===== config.mk =====
export PLATFORM = sky130hd
export DESIGN_NAME = rf_wb_scheduler
export DESIGN_NICKNAME = d
export VERILOG_FILES = /design/src/rtl/rf_pkg.sv /design/src/rtl/rf_wb_scheduler_rr_arbiter.sv /design/src/rtl/rf_wb_scheduler.sv
export SDC_FILE = /design/constraint.sdc
export NUM_CORES = 1
export LEC_CHECK = 0
export BUFFER_PORTS_ARGS = -buffer_cell sky130_fd_sc_hd__buf_2
export CAP_MARGIN = 30
export CORE_MARGIN = 3
export CORE_UTILIZATION = 35
export DETAILED_ROUTE_END_ITERATION = 7
export HOLD_SLACK_MARGIN = 0.06
export SLEW_MARGIN = 10
export SYNTH_ARGS = -nofsm -noshare
export SYNTH_HDL_FRONTEND = slang
export SYNTH_HIERARCHICAL = 1
export SYNTH_SLANG_ARGS = --single-unit
export TNS_END_PERCENT = 50

===== constraint.sdc =====
create_clock -name clk -period 8.67 [get_ports clk]
set_input_delay 1.3005 -clock clk [delete_from_list [all_inputs] [get_ports clk]]
set_output_delay 1.3005 -clock clk [all_outputs]
set_load 0.05 [all_outputs]

===== src/rtl/rf_pkg.sv =====
// rf_pkg: shared definitions for the register file and its write-back scheduler.
// Holds the default geometry (data width, address width, requester count),
// the address/data types used by the register file, and a small modulo
// helper used by the round-robin arbiter.
package rf_pkg;

  localparam int DATA_WIDTH = 32;
  localparam int ADDR_WIDTH = 5;
  localparam int NREQ       = 3;

  typedef logic [ADDR_WIDTH-1:0] rf_addr_t;
  typedef logic [DATA_WIDTH-1:0] rf_data_t;

  // Single-step wrap: v is known to lie in 0..2n-2, so one subtraction suffices.
  function automatic int rr_wrap(input int v, input int n);
    return (v >= n) ? (v - n) : v;
  endfunction

endpackage


===== src/rtl/rf_wb_scheduler_rr_arbiter.sv =====
// rr_arbiter: round-robin arbiter with an internal rotating pointer.
// Ports:
//   clk, rst  - clock, asynchronous active-high reset
//   req[N]    - request vector
//   advance   - a grant was consumed this cycle; move pointer past the winner
//   gnt[N]    - one-hot grant (combinational), zero when req is zero
module rr_arbiter
  import rf_pkg::*;
#(
  parameter int N = 3
) (
  input  logic         clk,
  input  logic         rst,
  input  logic [N-1:0] req,
  input  logic         advance,
  output logic [N-1:0] gnt
);

  localparam int PW = (N > 1) ? $clog2(N) : 1;

  logic [PW-1:0] ptr_q, ptr_d;
  logic [PW-1:0] idx_s;
  logic [PW-1:0] cand_s;
  logic          found_s;

  // Find the winner: scan the search order backwards so the last hit is the
  // first requester at or after the pointer.
  always_comb begin
    idx_s   = {PW{1'b0}};
    cand_s  = {PW{1'b0}};
    found_s = |req;
    for (int k = N - 1; k >= 0; k--) begin
      cand_s = PW'(rr_wrap(int'(ptr_q) + k, N));
      if (req[cand_s]) begin
        idx_s = cand_s;
      end else begin
        idx_s = idx_s;
      end
    end
    gnt = found_s ? (N'(1) << idx_s) : {N{1'b0}};
  end

  // Next pointer: one past the winner on a consumed grant, otherwise hold.
  always_comb begin
    if (advance && found_s) begin
      ptr_d = (idx_s == PW'(N - 1)) ? {PW{1'b0}} : (idx_s + PW'(1));
    end else begin
      ptr_d = ptr_q;
    end
  end

  // Pointer register.
  always_ff @(posedge clk or posedge rst) begin
    if (rst) begin
      ptr_q <= {PW{1'b0}};
    end else begin
      ptr_q <= ptr_d;
    end
  end

endmodule


===== src/rtl/rf_wb_scheduler.sv =====
// rf_wb_scheduler: shares the register file write port among NREQ producers
// with round-robin arbitration and keeps a per-register busy scoreboard.
// Ports:
//   clk, rst                     - clock, asynchronous active-high reset
//   req_valid/req_addr/req_data  - packed per-requester write requests
//   req_ready                    - one-hot grant (combinational)
//   issue_valid/issue_addr       - destination reservation from issue
//   issue_ready                  - reservation accepted (destination not busy)
//   chk_addr1/2, chk_busy1/2     - source operand pending-write lookup
//   rf_wen/rf_waddr/rf_wdata     - registered register-file write port
module rf_wb_scheduler
  import rf_pkg::*;
#(
  parameter int NREQ       = rf_pkg::NREQ,
  parameter int DATA_WIDTH = rf_pkg::DATA_WIDTH,
  parameter int ADDR_WIDTH = rf_pkg::ADDR_WIDTH
) (
  input  logic                       clk,
  input  logic                       rst,
  input  logic [NREQ-1:0]            req_valid,
  input  logic [NREQ*ADDR_WIDTH-1:0] req_addr,
  input  logic [NREQ*DATA_WIDTH-1:0] req_data,
  output logic [NREQ-1:0]            req_ready,
  input  logic                       issue_valid,
  input  logic [ADDR_WIDTH-1:0]      issue_addr,
  output logic                       issue_ready,
  input  logic [ADDR_WIDTH-1:0]      chk_addr1,
  input  logic [ADDR_WIDTH-1:0]      chk_addr2,
  output logic                       chk_busy1,
  output logic                       chk_busy2,
  output logic                       rf_wen,
  output logic [ADDR_WIDTH-1:0]      rf_waddr,
  output logic [DATA_WIDTH-1:0]      rf_wdata
);

  localparam int NREG = 2 ** ADDR_WIDTH;

  logic [NREQ-1:0]       gnt_s;
  logic                  xfer_s;
  logic [ADDR_WIDTH-1:0] sel_addr_s;
  logic [DATA_WIDTH-1:0] sel_data_s;

  logic                  wen_q, wen_d;
  logic [ADDR_WIDTH-1:0] waddr_q, waddr_d;
  logic [DATA_WIDTH-1:0] wdata_q, wdata_d;
  logic [NREG-1:0]       busy_q, busy_d;

  rr_arbiter #(.N(NREQ)) u_arb (
    .clk     (clk),
    .rst     (rst),
    .req     (req_valid),
    .advance (xfer_s),
    .gnt     (gnt_s)
  );

  // The grant is already qualified by valid, so any grant bit is a transfer.
  assign req_ready = gnt_s;
  assign xfer_s    = |gnt_s;

  // Mux the granted requester's address and data (grant is one-hot).
  always_comb begin
    sel_addr_s = {ADDR_WIDTH{1'b0}};
    sel_data_s = {DATA_WIDTH{1'b0}};
    for (int i = 0; i < NREQ; i++) begin
      sel_addr_s = sel_addr_s | ({ADDR_WIDTH{gnt_s[i]}} & req_addr[i*ADDR_WIDTH +: ADDR_WIDTH]);
      sel_data_s = sel_data_s | ({DATA_WIDTH{gnt_s[i]}} & req_data[i*DATA_WIDTH +: DATA_WIDTH]);
    end
  end

  // Write register next state; address 0 is consumed without a write.
  always_comb begin
    if (xfer_s) begin
      wen_d   = (sel_addr_s != {ADDR_WIDTH{1'b0}});
      waddr_d = sel_addr_s;
      wdata_d = sel_data_s;
    end else begin
      wen_d   = 1'b0;
      waddr_d = waddr_q;
      wdata_d = wdata_q;
    end
  end

  // Scoreboard next state: clear on commit, then set on reservation so a
  // same-address collision resolves to busy. Entry 0 is never busy.
  always_comb begin
    busy_d = busy_q;
    if (wen_q) begin
      busy_d[waddr_q] = 1'b0;
    end else begin
      busy_d = busy_d;
    end
    if (issue_valid && issue_ready && (issue_addr != {ADDR_WIDTH{1'b0}})) begin
      busy_d[issue_addr] = 1'b1;
    end else begin
      busy_d = busy_d;
    end
    busy_d[0] = 1'b0;
  end

  // Write port and scoreboard registers.
  always_ff @(posedge clk or posedge rst) begin
    if (rst) begin
      wen_q   <= 1'b0;
      waddr_q <= {ADDR_WIDTH{1'b0}};
      wdata_q <= {DATA_WIDTH{1'b0}};
      busy_q  <= {NREG{1'b0}};
    end else begin
      wen_q   <= wen_d;
      waddr_q <= waddr_d;
      wdata_q <= wdata_d;
      busy_q  <= busy_d;
    end
  end

  // No bypass from the commit: busy still reads 1 during the rf_wen cycle.
  assign issue_ready = ~busy_q[issue_addr];
  assign chk_busy1   = busy_q[chk_addr1];
  assign chk_busy2   = busy_q[chk_addr2];

  assign rf_wen   = wen_q;
  assign rf_waddr = waddr_q;
  assign rf_wdata = wdata_q;

endmodule


==> out/summary.txt, run 1 <==
PLACE
--------------------------------------------------------------------------------
Number of input and output port buffers inserted                             175
Post-placement cell count                                                    710
Final HPWL from detailed placement                                       10.2 mm
Final weighted congestion in routability-driven placement                  0.923

YOSYS
--------------------------------------------------------------------------------
Share of the synthesized area in the top cell type                         41.8%
Number of nets in the synthesized netlist                                    555
Cell type with the largest total area after synthesis               sky130_fd_sc_hd__dfrtp_1
Async set-or-reset flop fraction in the synthesized netlist                 100%
Cell types with the largest area share after synthesis              sky130_fd_sc_hd__dfrtp_1 42%, sky130_fd_sc_hd__mux4_2 12%, sky130_fd_sc_hd__a222oi_1 7.8%, sky130_fd_sc_hd__o21ai_0 4.5%, sky130_fd_sc_hd__nand2_1 4.4%
Count of cell types in the netlist                                            39
Post-synthesis area per instance                                        10.1 um2
Synth warnings                                                                 6
Main flop type after synthesis                                      sky130_fd_sc_hd__dfrtp_1
Post-synthesis instance area                                            4250 um2
Count of mapped cells out of synthesis                                       420
Number of enable-type register cells in the synthesized netlist                0
Flip-flop and latch count after synthesis                                     71
Proportion of synthesized chip area in sequential cells                    41.8%

TIMING
--------------------------------------------------------------------------------
Final critical delay including setup and external delays                 4990 ps
Final critical-path share of the clock period                              57.6%
Unrepaired setup endpoints after global routing                            false
Post-Route Skew                                                          3.38 ps
Final Hold Fails                                                               0
Setup tns final                                                             0 ps
Setup violators final                                                          0
Slew @ Worst Pin                                                          788 ps
Top achievable clock speed                                             0.200 GHz
Final Max Slew Viols                                                           0
Worst-case headroom to the max-slew limit                                  47.3%

CLOCK NETWORK
--------------------------------------------------------------------------------
Bufs on Longest Clock Path                                                     2
Library cell used as clock root buffer                              sky130_fd_sc_hd__clkbuf_16
Clock transition at the registers of the reported paths                    50 ps
Cts bufs inserted                                                              9
CTS tree                                                                   built
Buffers inserted by post-CTS timing repair                                     0
Post-CTS sizing                                                                0
Quantity of hold-fixing buffers added after cts                                0
Clock tree sinks                                                              71
Clock Latency Late Sink                                                   320 ps
Htree depth                                                                    3

CRITICAL PATH
--------------------------------------------------------------------------------
Type of destination of the critical path                             output port
Data required time of the critical path                                  7370 ps
Worst setup SP type                                                 primary input
Crit path kind                                                      primary input to output port
Critical path data arrival time                                          3690 ps
Maximum fanout along the worst path                                           24

DETAILED ROUTING
--------------------------------------------------------------------------------
Number of vias after detailed routing                                      4,200
Final Routed Wirelength                                                  13.7 mm
Total DRC errors in the routed layout                                          0
First DRT Iteration DRCs                                                     380
Routed WL per cell                                                       18.9 um
First-pass iteration count of the detailed router                              8
Detail-routed via count per cell                                            5.79
Routed Antenna Nets                                                            0

OUTCOME
--------------------------------------------------------------------------------
Outcome                                                             complete, no violations

FINISH
--------------------------------------------------------------------------------
Post-layout net count                                                        716
Most common cell after layout, fill and taps aside                  sky130_fd_sc_hd__buf_2
Top library cells by usage in the layout, fill and taps aside       176 x sky130_fd_sc_hd__buf_2, 71 x sky130_fd_sc_hd__dfrtp_1, 50 x sky130_fd_sc_hd__nand2_1
Layout cells sized above 1                                                 43.6%
Layout Cells excl Fill                                                       726
Area delta synth->final                                                    30.1%
Number of diodes                                                               0

PWR
--------------------------------------------------------------------------------
Peak VDD IR                                                           0.000327 V
Cell area power density                                               417 nW/um2
Overall power consumption                                                2.31 mW
Leakage power total                                                      2.49 nW

FLOORPLANNING
--------------------------------------------------------------------------------
Die Width                                                                 116 um
Die boundary height                                                       116 um
Die area                                                              13,500 um2
Row count                                                                     39
Effective utilization at floorplan                                         36.5%
I/O pin cnt                                                                  176
Placeable Area                                                        11,700 um2

RUN
--------------------------------------------------------------------------------
Max-Cap Viols                                                                  0

GLOBAL ROUTE
--------------------------------------------------------------------------------
Number of antenna violations at the first check in global routing              0
Tot GR Track Use                                                           20.4%
Vias in the first global route                                             4,009
Maximum number of pins on one net before global-route repair                  70
GRT Residual Overflow                                                          0
Wire length of the first global-routing pass                             21.3 mm

MIN PATH
--------------------------------------------------------------------------------
Path category of the worst min-delay check                          register to register

[cells in the mapped netlist, drive strengths merged (2+ instances only)]
master / number
buf: 6
a22o: 2
nand3: 6
a222oi: 33
nand2: 50
mux2i: 5
mux4: 23
nor3b: 6
nor2: 37
a21o: 4
ha: 3
a22oi: 4
and3b: 2
a21oi: 38
inv: 8
nor3: 5
nand3b: 6
or3b: 3
dfrtp: 71
mux2: 6
o21ai: 66
clkbuf: 27
[layer usage]
layer | GRT usage, % | up-vias | routed length, um
met4 | 6.26 | 0 | 222
met1 | 27.5 | 2025 | 5350
met5 | 0 | - | 0
li1 | - | 1938 | -
met2 | 33.1 | 219 | 6890
met3 | 4.20 | 18 | 1250
[layout make-up]
type | count | area, um2
Tap cell | 143 | 179
Inverter | 8 | 30.0
Multi-Input combinational cell | 308 | 2320
Fill cell | 1082 | 6130
Clock inverter | 2 | 10.0
Timing Repair Buffer | 183 | 978
Sequential cell | 71 | 1780
Clock buffer | 11 | 243
[cell families after synthesis]
kind of cell | synth area share (%)
AOI/OAI and AO/OA | 24.9
DFF | 41.8
and+or+nand+nor | 13.3
muxes | 15.0
buffers and inverters | 4.15
adders and majority gates | 0.882
[worst paths after layout]
| check | cells past startpoint | slack, ps | endpoint | start |
|---|---|---|---|---|
| setup / recovery | 7 | 3680 | issue_ready | issue_addr[0] |
| hold / removal | 2 | 520 | rf_wdata[13] | rf_wdata[13] |
| setup reg to reg | 11 | 5580 | u_arb/ptr_q[1] | u_arb/ptr_q[0] |
| hold reg to reg | 2 | 520 | rf_wdata[13] | rf_wdata[13] |
| max in group asynchronous | 4 | 7180 | rf_wdata[4] | rst |
| min in group asynchronous | 2 | 840 | u_arb/ptr_q[1] | rst |
[stage by stage]
stage / area (um2) / hold slack [ps] / setup slack (ps) / util [%]
floorplan: 4250 / 477 / 3620 / -
CTS: 5470 / 526 / 3650 / 46.9
detailed placement: 5210 / 515 / 3670 / 44.7
global route: 5530 / 543 / 3490 / 47.5
finish: 5530 / 516 / 3680 / 47.5
global placement: 5210 / 496 / 3690 / 44.7
[critical path, stage by stage]
cell and delay, ps:
sky130_fd_sc_hd__buf_2 270, sky130_fd_sc_hd__mux4_2 550, sky130_fd_sc_hd__a22o_1 370, sky130_fd_sc_hd__a2111oi_4 280, sky130_fd_sc_hd__nand4_4 470, sky130_fd_sc_hd__inv_2 150, sky130_fd_sc_hd__buf_2 270
[registers in the layout (all words and copies together), names as in the netlist]
register,cells
rf_wen,1
rf_wdata,32
rf_waddr,5
u_arb/ptr_q,2
busy_q,31
[power by group]
| part | switching [mW] | leakage, nW | internal, mW | total (mW) |
|---|---|---|---|---|
| registers | 0.155 | 0.841 | 0.508 | 0.663 |
| logic | 0.886 | 1.52 | 0.438 | 1.32 |
| clock network | 0.126 | 0.127 | 0.195 | 0.321 |
Power figures use the tool's default switching activity.
==> inputs of run 2 (changes only) <==
- ABC_AREA: not set -> 1
- clock period: 8.67 -> 4.1 ns (I/O delays scaled with it)
==> run 2 against run 1 <==
  * Synthesized cell count is 57% higher
  * Critical path depth is 4 higher
  * Sequential cell count did not move
  * Wire length increased by 16%
  * Sequential power rose by 120%
  * Die area rose by 5.8%
  * Synthesized area grew 6.1%
  * Clock power rose by 120%
  * Power up 130%
  * Worst setup slack worse by 2600 ps
  * Cell count rose by 38%
  * Sequential share of layout area shrank 1.5 points
  * Largest cell class unchanged
  * Largest power group unchanged
==> out/summary.txt, run 2 <==
PLACE
----------------------------------------------------------------------------------
Final HPWL from detailed placement                                         12.4 mm   +22%
Placement-stage worst setup slack                                          1320 ps   -2340 ps
Number of input and output port buffers inserted                               175   unchanged
Final weighted congestion in routability-driven placement                    0.947   +2.6%
Total cell area at the placement stage                                    5510 um2   +5.8%

FLOORPLANNING
----------------------------------------------------------------------------------
Die boundary height                                                         120 um   +2.8%
I/O pin cnt                                                                    176   unchanged
Die area                                                                14,300 um2   +5.8%
Row count                                                                       40   +2.6%
Die Width                                                                   120 um   +2.8%
Effective utilization at floorplan                                           36.7%   +0.18 points
Placeable Area                                                          12,300 um2   +5.6%

CRITICAL PATH
----------------------------------------------------------------------------------
Longest individual stage delay on the worst path                            370 ps   -180 ps
Launching instance or port of the critical path                       u_arb/ptr_q[0]
Maximum fanout along the worst path                                             40   +67%
Crit path kind                                                        register to output port
Data required time of the critical path                                    3480 ps   -3890 ps
Worst setup SP type                                                       register
Critical path buffers and inverters                                              4   +1
Reg-to-reg setup timing slack                                              1420 ps   -4160 ps
Reg-to-reg critical path endpoint                                           rf_wen
Sequence of cells on the critical path                                inv_1 -> ha_1 -> inv_1 -> nand2_1 -> nand3_1 -> nand2_1 -> nand3_2 -> nand2_2 -> buf_4 -> nor3_2 -> buf_2
CP delay by family, top                                               buffers and inverters
Type of destination of the critical path                               output port
RR Startpoint                                                         u_arb/ptr_q[1]
Cell count of the worst reg-to-reg path                                         15   +4
Critical path destination                                             req_ready[0]
Slowest stage cell, crit path                                         sky130_fd_sc_hd__dfrtp_1
Number of cells on the critical path                                            11   +4
Critical path data arrival time                                            2380 ps   -1310 ps

DETAILED ROUTING
----------------------------------------------------------------------------------
Routed Antenna Nets                                                              0   unchanged
First DRT Iteration DRCs                                                       374   -1.6%
Total DRC errors in the routed layout                                            0   unchanged
First-pass iteration count of the detailed router                                5   -3
Routed WL per cell                                                         15.9 um   -16%
Number of vias after detailed routing                                        5,148   +23%
Detail-routed via count per cell                                              5.15   -11%
Final Routed Wirelength                                                    15.9 mm   +16%

CLOCK NETWORK
----------------------------------------------------------------------------------
Cts bufs inserted                                                                9   unchanged
Htree depth                                                                      3   unchanged
Post-CTS sizing                                                                  0   unchanged
Clock Latency Late Sink                                                     330 ps   about the same
Clock transition at the registers of the reported paths                      60 ps   about the same
Bufs on Longest Clock Path                                                       2   unchanged
Buffers inserted by post-CTS timing repair                                       0   unchanged
CTS tree                                                                     built
Library cell used as clock root buffer                                sky130_fd_sc_hd__clkbuf_16
Clock tree sinks                                                                71   unchanged
Quantity of hold-fixing buffers added after cts                                  0   unchanged

TIMING
----------------------------------------------------------------------------------
Post-Route Skew                                                            8.52 ps   +5.13 ps
Top achievable clock speed                                               0.334 GHz
Setup slack of the critical path after layout                              1110 ps   -2570 ps
Unrepaired setup endpoints after global routing                              false
Final Max Slew Viols                                                             0   unchanged
Worst-case headroom to the max-slew limit                                    52.5%   +5.2 points
Final critical delay including setup and external delays                   2990 ps
Final critical-path share of the clock period                                73.0%
Slew @ Worst Pin                                                            710 ps   -78.2 ps
Setup violators final                                                            0   unchanged
Setup tns final                                                               0 ps   unchanged
Final Hold Fails                                                                 0   unchanged

OUTCOME
----------------------------------------------------------------------------------
Outcome                                                               complete, no violations

FINISH
----------------------------------------------------------------------------------
Flip-flop count of the largest register, all copies and words added             32   unchanged
Top library cells by usage in the layout, fill and taps aside         275 x sky130_fd_sc_hd__nand2_1, 175 x sky130_fd_sc_hd__buf_2, 71 x sky130_fd_sc_hd__dfrtp_1
Layout cells sized above 1                                                   27.0%   -17 points
Multi-input gate area in the final layout                                 2460 um2   +6.2%
Area delta synth->final                                                      28.7%
Design area                                                               5810 um2   +5.0%
Number of diodes                                                                 0   unchanged
Fill cell total of the finished layout                                       1,329   +23%
Post-layout net count                                                          962   +34%
Most common cell after layout, fill and taps aside                    sky130_fd_sc_hd__nand2_1
Area taken by flip-flops and latches                                      1780 um2   unchanged

YOSYS
----------------------------------------------------------------------------------
Count of cell types in the netlist                                              29   -26%
Proportion of synthesized chip area in sequential cells                      39.4%   -2.4 points
Main flop type after synthesis                                        sky130_fd_sc_hd__dfrtp_1
Cell type with the largest total area after synthesis                 sky130_fd_sc_hd__dfrtp_1
Async set-or-reset flop fraction in the synthesized netlist                   100%   unchanged
Post-synthesis instance area                                              4510 um2   +6.1%
Post-synthesis area per instance                                          6.84 um2   -32%
Count of mapped cells out of synthesis                                         660   +57%
Number of enable-type register cells in the synthesized netlist                  0   unchanged
Most common cell in the synthesized netlist                           sky130_fd_sc_hd__nand2_1
Flip-flop and latch count after synthesis                                       71   unchanged
Most numerous cell types in the synthesized netlist                   275 x sky130_fd_sc_hd__nand2_1, 71 x sky130_fd_sc_hd__dfrtp_1, 63 x sky130_fd_sc_hd__o21ai_0
Number of nets in the synthesized netlist                                      795   +43%
Share of the synthesized area in the top cell type                           39.4%   -2.4 points
Cell types with the largest area share after synthesis                sky130_fd_sc_hd__dfrtp_1 39%, sky130_fd_sc_hd__nand2_1 23%, sky130_fd_sc_hd__o21ai_0 7.0%, sky130_fd_sc_hd__nand3_1 6.4%, sky130_fd_sc_hd__nand4_1 4.9%
Synth warnings                                                                   6   unchanged

MIN PATH
----------------------------------------------------------------------------------
Path category of the worst min-delay check                            primary input to async pin

GLOBAL ROUTE
----------------------------------------------------------------------------------
Number of antenna violations at the first check in global routing                0   unchanged
Wire length of the first global-routing pass                               25.2 mm   +18%
Vias in the first global route                                               4,969   +24%
GRT Residual Overflow                                                            0   unchanged
Tot GR Track Use                                                             22.0%   +1.6 points
Maximum number of pins on one net before global-route repair                    43   -39%

PWR
----------------------------------------------------------------------------------
Peak VDD IR                                                             0.000711 V   +120%
Overall power consumption                                                  5.21 mW   +130%
Cell area power density                                                 897 nW/um2   +120%
Leakage power total                                                        2.93 nW   +18%

RUN
----------------------------------------------------------------------------------
Max-Cap Viols                                                                    0   unchanged

[run 2: stage by stage]
step           util [%]  cells  hold slack (ps)
6_report           47.2   1000              150
5_1_grt            47.2   1000              154
4_1_cts            47.0    999              143
3_5_place_dp       44.8    983              475
3_3_place_gp       44.8    983              469
2_1_floorplan         -    660              356
[run 2: cell type report]
| class | instances | share of cell area, % |
|---|---|---|
| clock buffer | 9 | 3.88 |
| tap | 168 | 3.62 |
| clock inverter | 7 | 0.840 |
| inverter | 41 | 2.65 |
| timing repair buffer | 181 | 16.1 |
| sequential | 71 | 30.6 |
| multi-input combinational | 523 | 42.4 |
[run 2: routing by layer]
metal,vias up,global-route usage [%],wire length [um]
met1,2356,29.4,6890
met2,219,35.0,7370
met5,-,0,0
li1,2538,-,-
met4,0,8.73,441
met3,35,4.34,1150
[run 2: cell families (layout without fill, tap and decap cells)]
kind of cell | Yosys count | count (layout) | share of synthesized area, %
fa+ha+maj | 3 | 3 | 0.832
flops | 71 | 71 | 39.4
buf+inv | 66 | 238 | 6.35
simple gates | 422 | 422 | 41.1
compound gates | 98 | 98 | 12.4
[run 2: worst register-to-register path, cell delays in order, from the launching register on]
cell	delay [ps]
sky130_fd_sc_hd__dfrtp_1	400
sky130_fd_sc_hd__inv_1	100
sky130_fd_sc_hd__ha_1	280
sky130_fd_sc_hd__inv_2	90
sky130_fd_sc_hd__nand2_2	60
sky130_fd_sc_hd__nand2_2	50
sky130_fd_sc_hd__a21oi_2	120
sky130_fd_sc_hd__nand3_2	100
sky130_fd_sc_hd__nand2_2	90
sky130_fd_sc_hd__buf_4	360
sky130_fd_sc_hd__nor3_2	110
sky130_fd_sc_hd__buf_4	270
sky130_fd_sc_hd__nand2_1	120
sky130_fd_sc_hd__nand3_1	100
sky130_fd_sc_hd__nor4_1	250
sky130_fd_sc_hd__nand2_1	70
[run 2: report_power, final]
group	total (mW)	internal, mW	leakage, nW	switching (mW)
sequential	1.47	1.08	0.842	0.383
clock	0.712	0.410	0.136	0.303
combinational	3.03	0.822	1.96	2.21
[run 2: how the worst min path moves through the flow]
stage	from	depth (start not counted)	end
2_1_floorplan	rst	1	u_arb/ptr_q[0]
3_3_place_gp	rf_wdata[4]	2	rf_wdata[4]
3_5_place_dp	rf_wdata[5]	2	rf_wdata[5]
4_1_cts	rst	2	u_arb/ptr_q[0]
5_1_grt	rst	2	u_arb/ptr_q[0]
6_report	rst	2	u_arb/ptr_q[0]
